<file path="config.mk">
export PLATFORM = sky130hd
export DESIGN_NAME = cell_map_ctrl_flat
export DESIGN_NICKNAME = d
export VERILOG_FILES = /design/src/rtl/cell_map_ctrl_if.sv /design/src/rtl/cell_map_ctrl.sv /design/src/flat_wrapper.sv
export SDC_FILE = /design/constraint.sdc
export NUM_CORES = 1
export LEC_CHECK = 0
export BUFFER_PORTS_ARGS = -buffer_cell sky130_fd_sc_hd__buf_4
export CORE_UTILIZATION = 40
export DETAILED_ROUTE_END_ITERATION = 16
export PLACE_DENSITY_LB_ADDON = 0.2
export SYNTH_ARGS = -nofsm -noshare
export SYNTH_HDL_FRONTEND = slang
export SYNTH_SLANG_ARGS = --single-unit
</file>
<file path="constraint.sdc">
create_clock -name clk_in -period 12 [get_ports clk_in]
set_input_delay 1.8 -clock clk_in [delete_from_list [all_inputs] [get_ports clk_in]]
set_output_delay 1.8 -clock clk_in [all_outputs]
set_load 0.05 [all_outputs]
</file>
<file path="src/rtl/cell_map_ctrl_if.sv">
// Request/acknowledge bundle between the game logic (mouse, AI) and the cell map owner.
interface cell_map_ctrl_if;
    logic       new_game;
    logic       place_req;
    logic [3:0] place_x;
    logic [3:0] place_y;
    logic       place_ack;
    logic       place_ok;
    logic       ply_req;
    logic [3:0] ply_x;
    logic [3:0] ply_y;
    logic       ply_ack;
    logic       ply_hit;
    logic       ai_req;
    logic [3:0] ai_x;
    logic [3:0] ai_y;
    logic       ai_ack;
    logic       ai_hit;
    logic       req_err;
    logic       busy;

    // Game side: issues requests, observes acknowledges.
    modport master (
        output new_game, place_req, place_x, place_y, ply_req, ply_x, ply_y,
               ai_req, ai_x, ai_y,
        input  place_ack, place_ok, ply_ack, ply_hit, ai_ack, ai_hit, req_err, busy
    );

    // Map owner side.
    modport slave (
        input  new_game, place_req, place_x, place_y, ply_req, ply_x, ply_y,
               ai_req, ai_x, ai_y,
        output place_ack, place_ok, ply_ack, ply_hit, ai_ack, ai_hit, req_err, busy
    );
endinterface

</file>
<file path="src/rtl/cell_map_ctrl.sv">
// Battleship cell-status map: VGA read port plus an arbitrated read-modify-write port
// shared by ship placement, player shots and AI shots.
module cell_map_ctrl #(
    parameter int unsigned GRID_W = 10,
    parameter int unsigned GRID_H = 10,
    parameter int unsigned CELL_W = 64,
    parameter int unsigned CELL_H = 48
) (
    input  logic          clk_in,
    input  logic          rst_in,
    input  logic          enable,
    input  logic [9:0]    pix_row,
    input  logic [9:0]    pix_line,
    output logic [3:0]    cell_status,
    cell_map_ctrl_if.slave bus
);
    localparam int unsigned CELLS = GRID_W * GRID_H;
    localparam int unsigned IW    = $clog2(CELLS);
    localparam int unsigned XSH   = $clog2(CELL_W);
    localparam logic [IW-1:0] LAST_IDX = IW'(CELLS - 1);
    localparam logic [3:0] GW = 4'(GRID_W);
    localparam logic [3:0] GH = 4'(GRID_H);

    localparam logic [3:0] ST_FREE = 4'd0;
    localparam logic [3:0] ST_OCC  = 4'd1;
    localparam logic [3:0] ST_PHIT = 4'd2;
    localparam logic [3:0] ST_AHIT = 4'd3;
    localparam logic [3:0] ST_BOTH = 4'd4;

    typedef enum logic [1:0] {StClear, StIdle, StRead, StWrite} state_t;
    typedef enum logic [1:0] {RqPlace, RqPly, RqAi} req_t;

    state_t        state;
    req_t          gnt_q;
    req_t          rr_last;
    logic [IW-1:0] clr_idx;
    logic [3:0]    x_q;
    logic [3:0]    y_q;
    logic [3:0]    wr_data_q;
    logic [3:0]    map_q [CELLS];

    logic          gnt_valid;
    logic          contested;
    req_t          gnt_sel;
    logic [3:0]    gnt_x;
    logic [3:0]    gnt_y;
    logic          in_range;
    logic [IW-1:0] req_idx;
    logic [3:0]    old_status;
    logic [3:0]    new_status;

    logic [IW-1:0] px_cell;
    logic [3:0]    py_cell;
    logic          pix_in;
    logic [IW-1:0] pix_idx;

    // Arbitration: placement first, then round-robin between the two shooters.
    // rr_last only moves on a contested grant, so a lone shooter does not steal the turn.
    always_comb begin
        gnt_valid = 1'b0;
        contested = 1'b0;
        gnt_sel   = RqPlace;
        gnt_x     = bus.place_x;
        gnt_y     = bus.place_y;
        if (bus.place_req) begin
            gnt_valid = 1'b1;
        end else if (bus.ply_req && bus.ai_req) begin
            gnt_valid = 1'b1;
            contested = 1'b1;
            gnt_sel   = (rr_last == RqAi) ? RqPly : RqAi;
        end else if (bus.ply_req) begin
            gnt_valid = 1'b1;
            gnt_sel   = RqPly;
        end else if (bus.ai_req) begin
            gnt_valid = 1'b1;
            gnt_sel   = RqAi;
        end
        if (gnt_sel == RqPly) begin
            gnt_x = bus.ply_x;
            gnt_y = bus.ply_y;
        end else if (gnt_sel == RqAi) begin
            gnt_x = bus.ai_x;
            gnt_y = bus.ai_y;
        end
    end

    // Old status of the latched cell and the status the granted request turns it into.
    always_comb begin
        in_range   = (x_q < GW) && (y_q < GH);
        req_idx    = in_range ? IW'(IW'(y_q) * IW'(GRID_W) + IW'(x_q)) : '0;
        old_status = in_range ? map_q[req_idx] : ST_FREE;
        new_status = old_status;
        unique case (gnt_q)
            RqPlace: begin
                if (old_status == ST_FREE) new_status = ST_OCC;
            end
            RqPly: begin
                if (old_status == ST_FREE || old_status == ST_OCC) new_status = ST_PHIT;
                else if (old_status == ST_AHIT) new_status = ST_BOTH;
            end
            RqAi: begin
                if (old_status == ST_FREE || old_status == ST_OCC) new_status = ST_AHIT;
                else if (old_status == ST_PHIT) new_status = ST_BOTH;
            end
            default: new_status = old_status;
        endcase
    end

    // Control FSM: clear sweep, grant, read (flags + ack registered), write.
    always_ff @(posedge clk_in) begin
        if (rst_in) begin
            state         <= StClear;
            clr_idx       <= '0;
            gnt_q         <= RqPlace;
            rr_last       <= RqAi;
            x_q           <= '0;
            y_q           <= '0;
            wr_data_q     <= '0;
            bus.busy      <= 1'b1;
            bus.place_ack <= 1'b0;
            bus.place_ok  <= 1'b0;
            bus.ply_ack   <= 1'b0;
            bus.ply_hit   <= 1'b0;
            bus.ai_ack    <= 1'b0;
            bus.ai_hit    <= 1'b0;
            bus.req_err   <= 1'b0;
        end else begin
            bus.place_ack <= 1'b0;
            bus.place_ok  <= 1'b0;
            bus.ply_ack   <= 1'b0;
            bus.ply_hit   <= 1'b0;
            bus.ai_ack    <= 1'b0;
            bus.ai_hit    <= 1'b0;
            bus.req_err   <= 1'b0;
            unique case (state)
                StClear: begin
                    map_q[clr_idx] <= ST_FREE;
                    if (clr_idx == LAST_IDX) begin
                        clr_idx  <= '0;
                        state    <= StIdle;
                        bus.busy <= 1'b0;
                    end else begin
                        clr_idx <= clr_idx + 1'b1;
                    end
                end
                StIdle: begin
                    if (bus.new_game) begin
                        clr_idx  <= '0;
                        state    <= StClear;
                        bus.busy <= 1'b1;
                    end else if (gnt_valid) begin
                        gnt_q    <= gnt_sel;
                        x_q      <= gnt_x;
                        y_q      <= gnt_y;
                        state    <= StRead;
                        bus.busy <= 1'b1;
                        if (contested) rr_last <= gnt_sel;
                    end
                end
                StRead: begin
                    // Flags are registered here so they sit alongside the ack in WRITE.
                    wr_data_q   <= new_status;
                    bus.req_err <= !in_range;
                    unique case (gnt_q)
                        RqPlace: begin
                            bus.place_ack <= 1'b1;
                            bus.place_ok  <= in_range && (old_status == ST_FREE);
                        end
                        RqPly: begin
                            bus.ply_ack <= 1'b1;
                            bus.ply_hit <= in_range && (old_status == ST_OCC);
                        end
                        RqAi: begin
                            bus.ai_ack <= 1'b1;
                            bus.ai_hit <= in_range && (old_status == ST_OCC);
                        end
                        default: ;
                    endcase
                    state <= StWrite;
                end
                StWrite: begin
                    if (in_range) map_q[req_idx] <= wr_data_q;
                    state    <= StIdle;
                    bus.busy <= 1'b0;
                end
                default: state <= StClear;
            endcase
        end
    end

    // Pixel to cell: x by shift, y by compare chain on multiples of CELL_H.
    always_comb begin
        px_cell = IW'(pix_row >> XSH);
        py_cell = '0;
        for (int k = 1; k < int'(GRID_H); k++) begin
            if (int'(pix_line) >= k * int'(CELL_H)) py_cell = py_cell + 4'd1;
        end
        pix_in  = (int'(pix_row) < int'(GRID_W * CELL_W)) &&
                  (int'(pix_line) < int'(GRID_H * CELL_H));
        pix_idx = pix_in ? IW'(IW'(py_cell) * IW'(GRID_W) + px_cell) : '0;
    end

    // VGA read port: registered, never stalled by the FSM.
    always_ff @(posedge clk_in) begin
        if (rst_in) begin
            cell_status <= '0;
        end else if (enable && pix_in) begin
            cell_status <= map_q[pix_idx];
        end else begin
            cell_status <= '0;
        end
    end
endmodule
</file>
<file path="src/flat_wrapper.sv">
// flat-port wrapper written by rule: the top's interface ports become plain ports
module cell_map_ctrl_flat 
#(
    parameter int unsigned GRID_W = 10,
    parameter int unsigned GRID_H = 10,
    parameter int unsigned CELL_W = 64,
    parameter int unsigned CELL_H = 48
)
  (clk_in, rst_in, enable, pix_row, pix_line, cell_status, bus_new_game, bus_place_req, bus_place_x, bus_place_y, bus_ply_req, bus_ply_x, bus_ply_y, bus_ai_req, bus_ai_x, bus_ai_y, bus_place_ack, bus_place_ok, bus_ply_ack, bus_ply_hit, bus_ai_ack, bus_ai_hit, bus_req_err, bus_busy);
  cell_map_ctrl_if bus_i ();
  input  logic clk_in;
  input  logic rst_in;
  input  logic enable;
  input  logic [9:0] pix_row;
  input  logic [9:0] pix_line;
  output logic [3:0] cell_status;
  input wire logic [$bits(bus_i.new_game)-1:0] bus_new_game;
  input wire logic [$bits(bus_i.place_req)-1:0] bus_place_req;
  input wire logic [$bits(bus_i.place_x)-1:0] bus_place_x;
  input wire logic [$bits(bus_i.place_y)-1:0] bus_place_y;
  input wire logic [$bits(bus_i.ply_req)-1:0] bus_ply_req;
  input wire logic [$bits(bus_i.ply_x)-1:0] bus_ply_x;
  input wire logic [$bits(bus_i.ply_y)-1:0] bus_ply_y;
  input wire logic [$bits(bus_i.ai_req)-1:0] bus_ai_req;
  input wire logic [$bits(bus_i.ai_x)-1:0] bus_ai_x;
  input wire logic [$bits(bus_i.ai_y)-1:0] bus_ai_y;
  output wire logic [$bits(bus_i.place_ack)-1:0] bus_place_ack;
  output wire logic [$bits(bus_i.place_ok)-1:0] bus_place_ok;
  output wire logic [$bits(bus_i.ply_ack)-1:0] bus_ply_ack;
  output wire logic [$bits(bus_i.ply_hit)-1:0] bus_ply_hit;
  output wire logic [$bits(bus_i.ai_ack)-1:0] bus_ai_ack;
  output wire logic [$bits(bus_i.ai_hit)-1:0] bus_ai_hit;
  output wire logic [$bits(bus_i.req_err)-1:0] bus_req_err;
  output wire logic [$bits(bus_i.busy)-1:0] bus_busy;
  assign bus_i.new_game = bus_new_game;
  assign bus_i.place_req = bus_place_req;
  assign bus_i.place_x = bus_place_x;
  assign bus_i.place_y = bus_place_y;
  assign bus_i.ply_req = bus_ply_req;
  assign bus_i.ply_x = bus_ply_x;
  assign bus_i.ply_y = bus_ply_y;
  assign bus_i.ai_req = bus_ai_req;
  assign bus_i.ai_x = bus_ai_x;
  assign bus_i.ai_y = bus_ai_y;
  assign bus_place_ack = bus_i.place_ack;
  assign bus_place_ok = bus_i.place_ok;
  assign bus_ply_ack = bus_i.ply_ack;
  assign bus_ply_hit = bus_i.ply_hit;
  assign bus_ai_ack = bus_i.ai_ack;
  assign bus_ai_hit = bus_i.ai_hit;
  assign bus_req_err = bus_i.req_err;
  assign bus_busy = bus_i.busy;
  cell_map_ctrl #(.GRID_W(GRID_W), .GRID_H(GRID_H), .CELL_W(CELL_W), .CELL_H(CELL_H)) u_core (.clk_in(clk_in), .rst_in(rst_in), .enable(enable), .pix_row(pix_row), .pix_line(pix_line), .cell_status(cell_status), .bus(bus_i));
endmodule
</file>
==> results of run 1 <==
[power groups by stage]
stage / clock (W) / combinational [W] / sequential [W]
floorplan: 0 / 0.000828 / 0.00171
global placement: 0 / 0.00136 / 0.00171
detailed placement: 0 / 0.00137 / 0.00171
CTS: 0.00144 / 0.00137 / 0.00167
global route: 0.00150 / 0.00147 / 0.00168
finish: 0.00143 / 0.00143 / 0.00168
[Yosys cell counts (22+ instances only)]
cell type | number | area (µm²)
inv_1 | 34 | 128
buf_2 | 38 | 190
o22ai_1 | 36 | 225
a221oi_1 | 29 | 254
a21oi_1 | 66 | 330
clkbuf_1 | 86 | 323
o221ai_1 | 22 | 193
nand3_1 | 55 | 275
nor2_1 | 234 | 878
nand2_1 | 189 | 709
o21ai_0 | 56 | 280
nor3_1 | 24 | 120
a211oi_1 | 37 | 278
nor2b_1 | 30 | 188
mux4_2 | 76 | 1710
dfxtp_1 | 37 | 741
mux2_2 | 37 | 417
edfxtp_1 | 400 | 12000
mux2i_1 | 95 | 951
ha_1 | 26 | 325
[layout by cell type (no fill, tap or decap), types with 20 or more instances in the layout]
| cell | Yosys | final |
|---|---|---|
| nand2_1 | 189 | 189 |
| ha_1 | 26 | 25 |
| nor3_1 | 24 | 20 |
| dfxtp_1 | 37 | 36 |
| o21ai_0 | 56 | 56 |
| a21oi_1 | 66 | 66 |
| inv_1 | 34 | 33 |
| mux4_2 | 76 | 76 |
| a211oi_1 | 37 | 36 |
| nand3_1 | 55 | 54 |
| nor2b_1 | 30 | 30 |
| mux2i_1 | 95 | 95 |
| clkbuf_16 | 0 | 47 |
| o221ai_1 | 22 | 22 |
| buf_4 | 7 | 100 |
| nor2_1 | 234 | 232 |
| a221oi_1 | 29 | 29 |
| mux2_2 | 37 | 37 |
| o22ai_1 | 36 | 36 |
| edfxtp_1 | 400 | 400 |
[state kept, by name, indices dropped and copies added (netlist names), 4 cells and up]
name                flops
u_core.wr_data_q        4
u_core.cell_status      4
u_core.clr_idx          7
u_core.map_q          400
u_core.y_q              4
u_core.x_q              4
[routing by layer]
layer  share of wire  wire [µm]  vias up
li1                -          -     7613
met1            0.40      32400     8926
met2            0.44      36300     1151
met3            0.12       9440      238
met4           0.046       3740        0
met5               0          0        -
[cell families after synthesis]
family	share of synthesized area
flops	0.548
xor+xnor	0.0113
mux	0.132
compound gates	0.136
buf+inv	0.0330
simple gates	0.122
fa+ha+maj	0.0178
[metrics by stage]
step	hold WS [ns]	worst slack, ns	util	cell area, µm²	instances
after floorplan	0.441	3.07	-	23300	1942
after global placement	0.450	1.42	0.425	24500	2668
after detailed placement	0.477	1.36	0.425	24500	2668
after CTS	0.485	1.92	0.451	26000	2753
after global routing	0.503	1.42	0.451	26000	2753
final	0.487	1.80	0.451	26000	2753
[tightest hold or removal path: stages (launching register included)]
cell and delay [ns]:
dfxtp_1 0.32, nand2_1 0.06, a21oi_1 0.06
[layout make-up]
type | instances | area (µm²)
fill | 5226 | 31600
sequential | 437 | 12800
multi-input combinational | 1328 | 9850
clock buffer | 61 | 1230
tap | 765 | 957
timing repair buffer | 102 | 791
clock inverter | 24 | 246
inverter | 36 | 135
[path summary, 6_finish.rpt]
| check | startpoint | end | slack, ns | depth (start not counted) |
|---|---|---|---|---|
| max | pix_line[8] | u_core.cell_status[1] | 1.80 | 33 |
| min reg2reg | u_core.rr_last[0] | u_core.rr_last[0] | 0.49 | 2 |
| max reg2reg | u_core.x_q[1] | u_core.wr_data_q[1] | 6.06 | 13 |
| min | u_core.rr_last[0] | u_core.rr_last[0] | 0.49 | 2 |
==> run summary, run 1 <==
• gate family responsible for the most delay along the worst path: adder cells
• MaxCap Viol Count: 0
• setup-violating endpoint count in the final report: 0
• kind of path behind the tightest hold check: reg -> reg
• Max Fclk: 0.0980 GHz
• internal cell power: 0.00293 W
• number of H-tree levels: 2
• clock share of power: 0.315
• Top cell by count, worst path: ha_1
• Inserted Clock Buffers: 46
• arrival time worst endpoint: 10.66 ns
• number of different library cells in the post-synthesis netlist: 87
• setup_tns: 0 ns
• total net switching power: 0.00161 W
• Async SR Flop Fraction: 0
• relative contribution of sequential cells to total power: 0.369
• Rows: 88
• Worst IR Drop VDD: 158 µV
• top-level port count: 63
• wire per inst: 29.7 µm
• clock root buffer: clkbuf_16
• netlist area before placement: 23300 µm²
• clock network latency to the later pin of the worst-skew pair: 0.60 ns
• proportion of layout cells with a drive suffix above 1: 0.160
• max-slew violation total from the final report: 0
• ANT cells: 0
• maximum single-stage delay on the critical path: 0.79 ns
• die footprint: 59200 µm²
• Worst Clk Skew: 0.0184 ns
• Setup Fix Bufs, Post-CTS: 0
• maximum fanout along the worst path: 34
• Critical Setup Path Class: in -> reg
• count of hold-fix buffers inserted at cts: 0
• net switching fraction of the power: 0.355
• GRT overflow: 0
• GR Util met2: 0.416
• core area: 57600 µm²
• DRC violation count after routing: 0
• fraction of met3 tracks used by global routing: 0.0740
• relative max-transition margin: 0.161
• pwr dens: 175 nW/µm²
• Gates resized, CTS repair: 0
• count of buffers from port buffering: 52
• TritonCTS sink count: 437
• number of detailed-routing iterations run before antenna repair: 5
• Worst path slowest cell: nor3_4
• via count of the first global-routing pass: 17600
• post-route minimum period: 10.20 ns
• via count of the routed design: 17900
• antenna-violating nets left: 0
• Final Hold Vio Count: 0
• post-synthesis sequential area ratio: 0.548
• Die Span Y: 243 µm
• initial standard-cell utilization of the core: 0.404
• detailed placer's ending HPWL: 54900 µm
• DRT Wirelength: 81900 µm
• combinational share of power: 0.315
• Critical Path End Type: register
• top_reg_cell synth: edfxtp_1
• final weighted congestion in routability-driven placement: 0.965
• Total GRT Usage: 0.273
• mean area per synthesized cell: 12.0 µm²
• Final nets: 2032
• syn nets: 2023
• outcome: complete, no violations
• total number of yosys warnings: 0
• critical path required time: 12.46 ns
• pin count of the biggest net entering global routing: 88
• layout overhead on the synthesized area: 11.5%
• total power of the final layout: 0.00454 W
• type of element launching the critical path: input pin
• cells after synthesis: 1942
• worst path bufs/invs: 5
• maximum clock insertion buffer count: 3
• met1 track utilization from global routing: 0.368
• number of enable flip-flop cells after synthesis: 400
• wire length of the first global-routing pass: 119000 µm
• detail-routed via count per cell: 6.51
• initial antenna violation count: 0
• Starting DRT DRC Count: 2408
• GRT busiest layer: met2
• period utilization: 0.850
• slew at the pin closest to its max-slew limit: 1.25 ns
• standby leakage power: 7.88 nW
• Seq cells post-synth: 437
• clock transition time at the flip-flop clock pins of the worst setup and hold paths: 0.06 ns
• setup repair after global routing missed its margin: no
• CTS tree: done
• die width: 243 µm
(Power assumes the default switching activity.)
==> run 2: changes to the inputs <==
PLACE_DENSITY = 0.66   (was unset)
PLACE_DENSITY_LB_ADDON = unset   (was 0.2)
==> run summary, run 2 (synthesis gave the netlist of run 1 again) <==
• end point of the worst hold path: u_core.rr_last[0]
• Max Fclk: 0.100 GHz
• outcome: complete, no violations
• metal1 wirelength: 29400 µm
• wire length of the first global-routing pass: 116000 µm
• clock share of power: 0.315
• setup_tns: 0 ns
• clock network latency to the later pin of the worst-skew pair: 0.61 ns
• Worst Clk Skew: 0.0181 ns
• total power of the final layout: 0.00456 W
• number of detailed-routing iterations run before antenna repair: 7
• detail-routed via count per cell: 6.75
• Final Hold Vio Count: 0
• relative contribution of sequential cells to total power: 0.366
• pwr dens: 176 nW/µm²
• Critical Setup Path Class: in -> reg
• internal cell power: 0.00293 W
• Fill cells: 5148
• Met3 Wirelength: 10700 µm
• Critical Path Stages: 35
• register containing the most flip-flops in the final layout: u_core.map_q
• type of element launching the critical path: input pin
• capture instance of the worst register-to-register path: u_core.wr_data_q[0]
• maximum single-stage delay on the critical path: 0.57 ns
• DR top layer: met4
• count of hold-fix buffers inserted at cts: 0
• antenna-violating nets left: 0
• final weighted congestion in routability-driven placement: 1.03
• most common library cell in the layout ignoring fill and taps: edfxtp_1
• Starting DRT DRC Count: 2931
• DRT Wirelength: 79900 µm
• TritonCTS sink count: 437
• r2r startpoint: u_core.x_q[1]
• total net switching power: 0.00163 W
• Critical Path End Type: register
• arrival time worst endpoint: 10.47 ns
• commonest cells after routing, fill and taps aside: edfxtp_1, nor2_1, nand2_1
• top-level port count: 63
• Hold Path Stages: 2
• layout overhead on the synthesized area: 11.4%
• initial standard-cell utilization of the core: 0.404
• die width: 243 µm
• max-slew violation total from the final report: 0
• clock transition time at the flip-flop clock pins of the worst setup and hold paths: 0.06 ns
• reg2reg path depth: 11
• kind of path behind the tightest hold check: reg -> reg
• DP Area: 24500 µm²
• count of buffers from port buffering: 52
• CTS tree: done
• period utilization: 0.834
• via count of the routed design: 18600
• combinational share of power: 0.319
• GRT overflow: 0
• die footprint: 59200 µm²
• Total GRT Usage: 0.264
• worst path bufs/invs: 3
• Setup Fix Bufs, Post-CTS: 0
• number of H-tree levels: 2
• setup-violating endpoint count in the final report: 0
• Rows: 88
• initial antenna violation count: 1
• post-route minimum period: 10.00 ns
• Gates resized, CTS repair: 0
• Die Span Y: 243 µm
• worst reg2reg setup slack: 6.82 ns
• setup repair after global routing missed its margin: no
• wire per inst: 29.0 µm
• maximum clock insertion buffer count: 3
• leading registers by flop count: u_core.map_q (400), u_core.clr_idx (7)
• max reg flops: 400
• Inserted Clock Buffers: 46
• standby leakage power: 7.88 nW
• relative max-transition margin: 0.105
• critical path required time: 12.47 ns
• net switching fraction of the power: 0.358
• pin count of the biggest net entering global routing: 101
• core area: 57600 µm²
• hold_sp: u_core.rr_last[0]
• amount of wire on met2 after detailed routing: 35100 µm
• DRC violation count after routing: 0
• Worst IR Drop VDD: 203 µV
• detailed placer's ending HPWL: 52700 µm
• clock root buffer: clkbuf_16
• proportion of layout cells with a drive suffix above 1: 0.157
• maximum fanout along the worst path: 11
• via count of the first global-routing pass: 17600
• MaxCap Viol Count: 0
• Final Instance Area: 25900 µm²
• Final nets: 2031
• gate family responsible for the most delay along the worst path: adder cells
• Worst path slowest cell: or3_1
• slew at the pin closest to its max-slew limit: 1.33 ns
• Top cell by count, worst path: ha_1
run 2: area by class of cell:
class	count	area [µm²]	share of cell area
Tap cell	765	957	0.0369
Clock buffer	58	1200	0.0461
Clock inverter	28	289	0.0111
Antenna cell	1	2.50	0.0000964
Sequential cell	437	12800	0.492
Timing Repair Buffer	101	771	0.0297
Multi-Input combinational cell	1328	9840	0.379
Inverter	36	135	0.00521
run 2: worst min-delay path, stage by stage (launching register included):
cell	delay, ns
dfxtp_1	0.32
nand2_1	0.05
a21oi_1	0.05
run 2: worst max path at each step:
stage | from | endpoint | slack (ns)
after global routing | pix_line[8] | u_core.cell_status[0] | 1.65
final | pix_line[8] | u_core.cell_status[0] | 2.00
after CTS | pix_line[8] | u_core.cell_status[0] | 2.24
after global placement | pix_line[8] | u_core.cell_status[0] | 1.87
after detailed placement | pix_line[8] | u_core.cell_status[0] | 1.68
after floorplan | pix_line[9] | u_core.cell_status[0] | 3.07
run 2: layer usage:
metal / vias up / GRT usage
li1: 7610 / -
met1: 9064 / 0.345
met2: 1563 / 0.398
met3: 345 / 0.0722
met4: 0 / 0.142
met5: - / 0
run 2: power groups by stage:
| stage | clock [W] | combinational, W | sequential (W) |
|---|---|---|---|
| 2_1_floorplan | 0 | 0.000828 | 0.00171 |
| 3_3_place_gp | 0 | 0.00135 | 0.00170 |
| 3_5_place_dp | 0 | 0.00136 | 0.00170 |
| 4_1_cts | 0.00145 | 0.00137 | 0.00167 |
| 5_1_grt | 0.00150 | 0.00149 | 0.00167 |
| 6_report | 0.00144 | 0.00145 | 0.00167 |
run 2: stage by stage:
step | cells | hold WS (ns) | utilization | setup slack, ns
floorplan | 1942 | 0.441 | - | 3.07
global placement | 2667 | 0.447 | 0.425 | 1.87
detailed placement | 2667 | 0.460 | 0.425 | 1.68
CTS | 2753 | 0.467 | 0.451 | 2.24
global route | 2753 | 0.505 | 0.451 | 1.65
finish | 2754 | 0.470 | 0.451 | 2.00
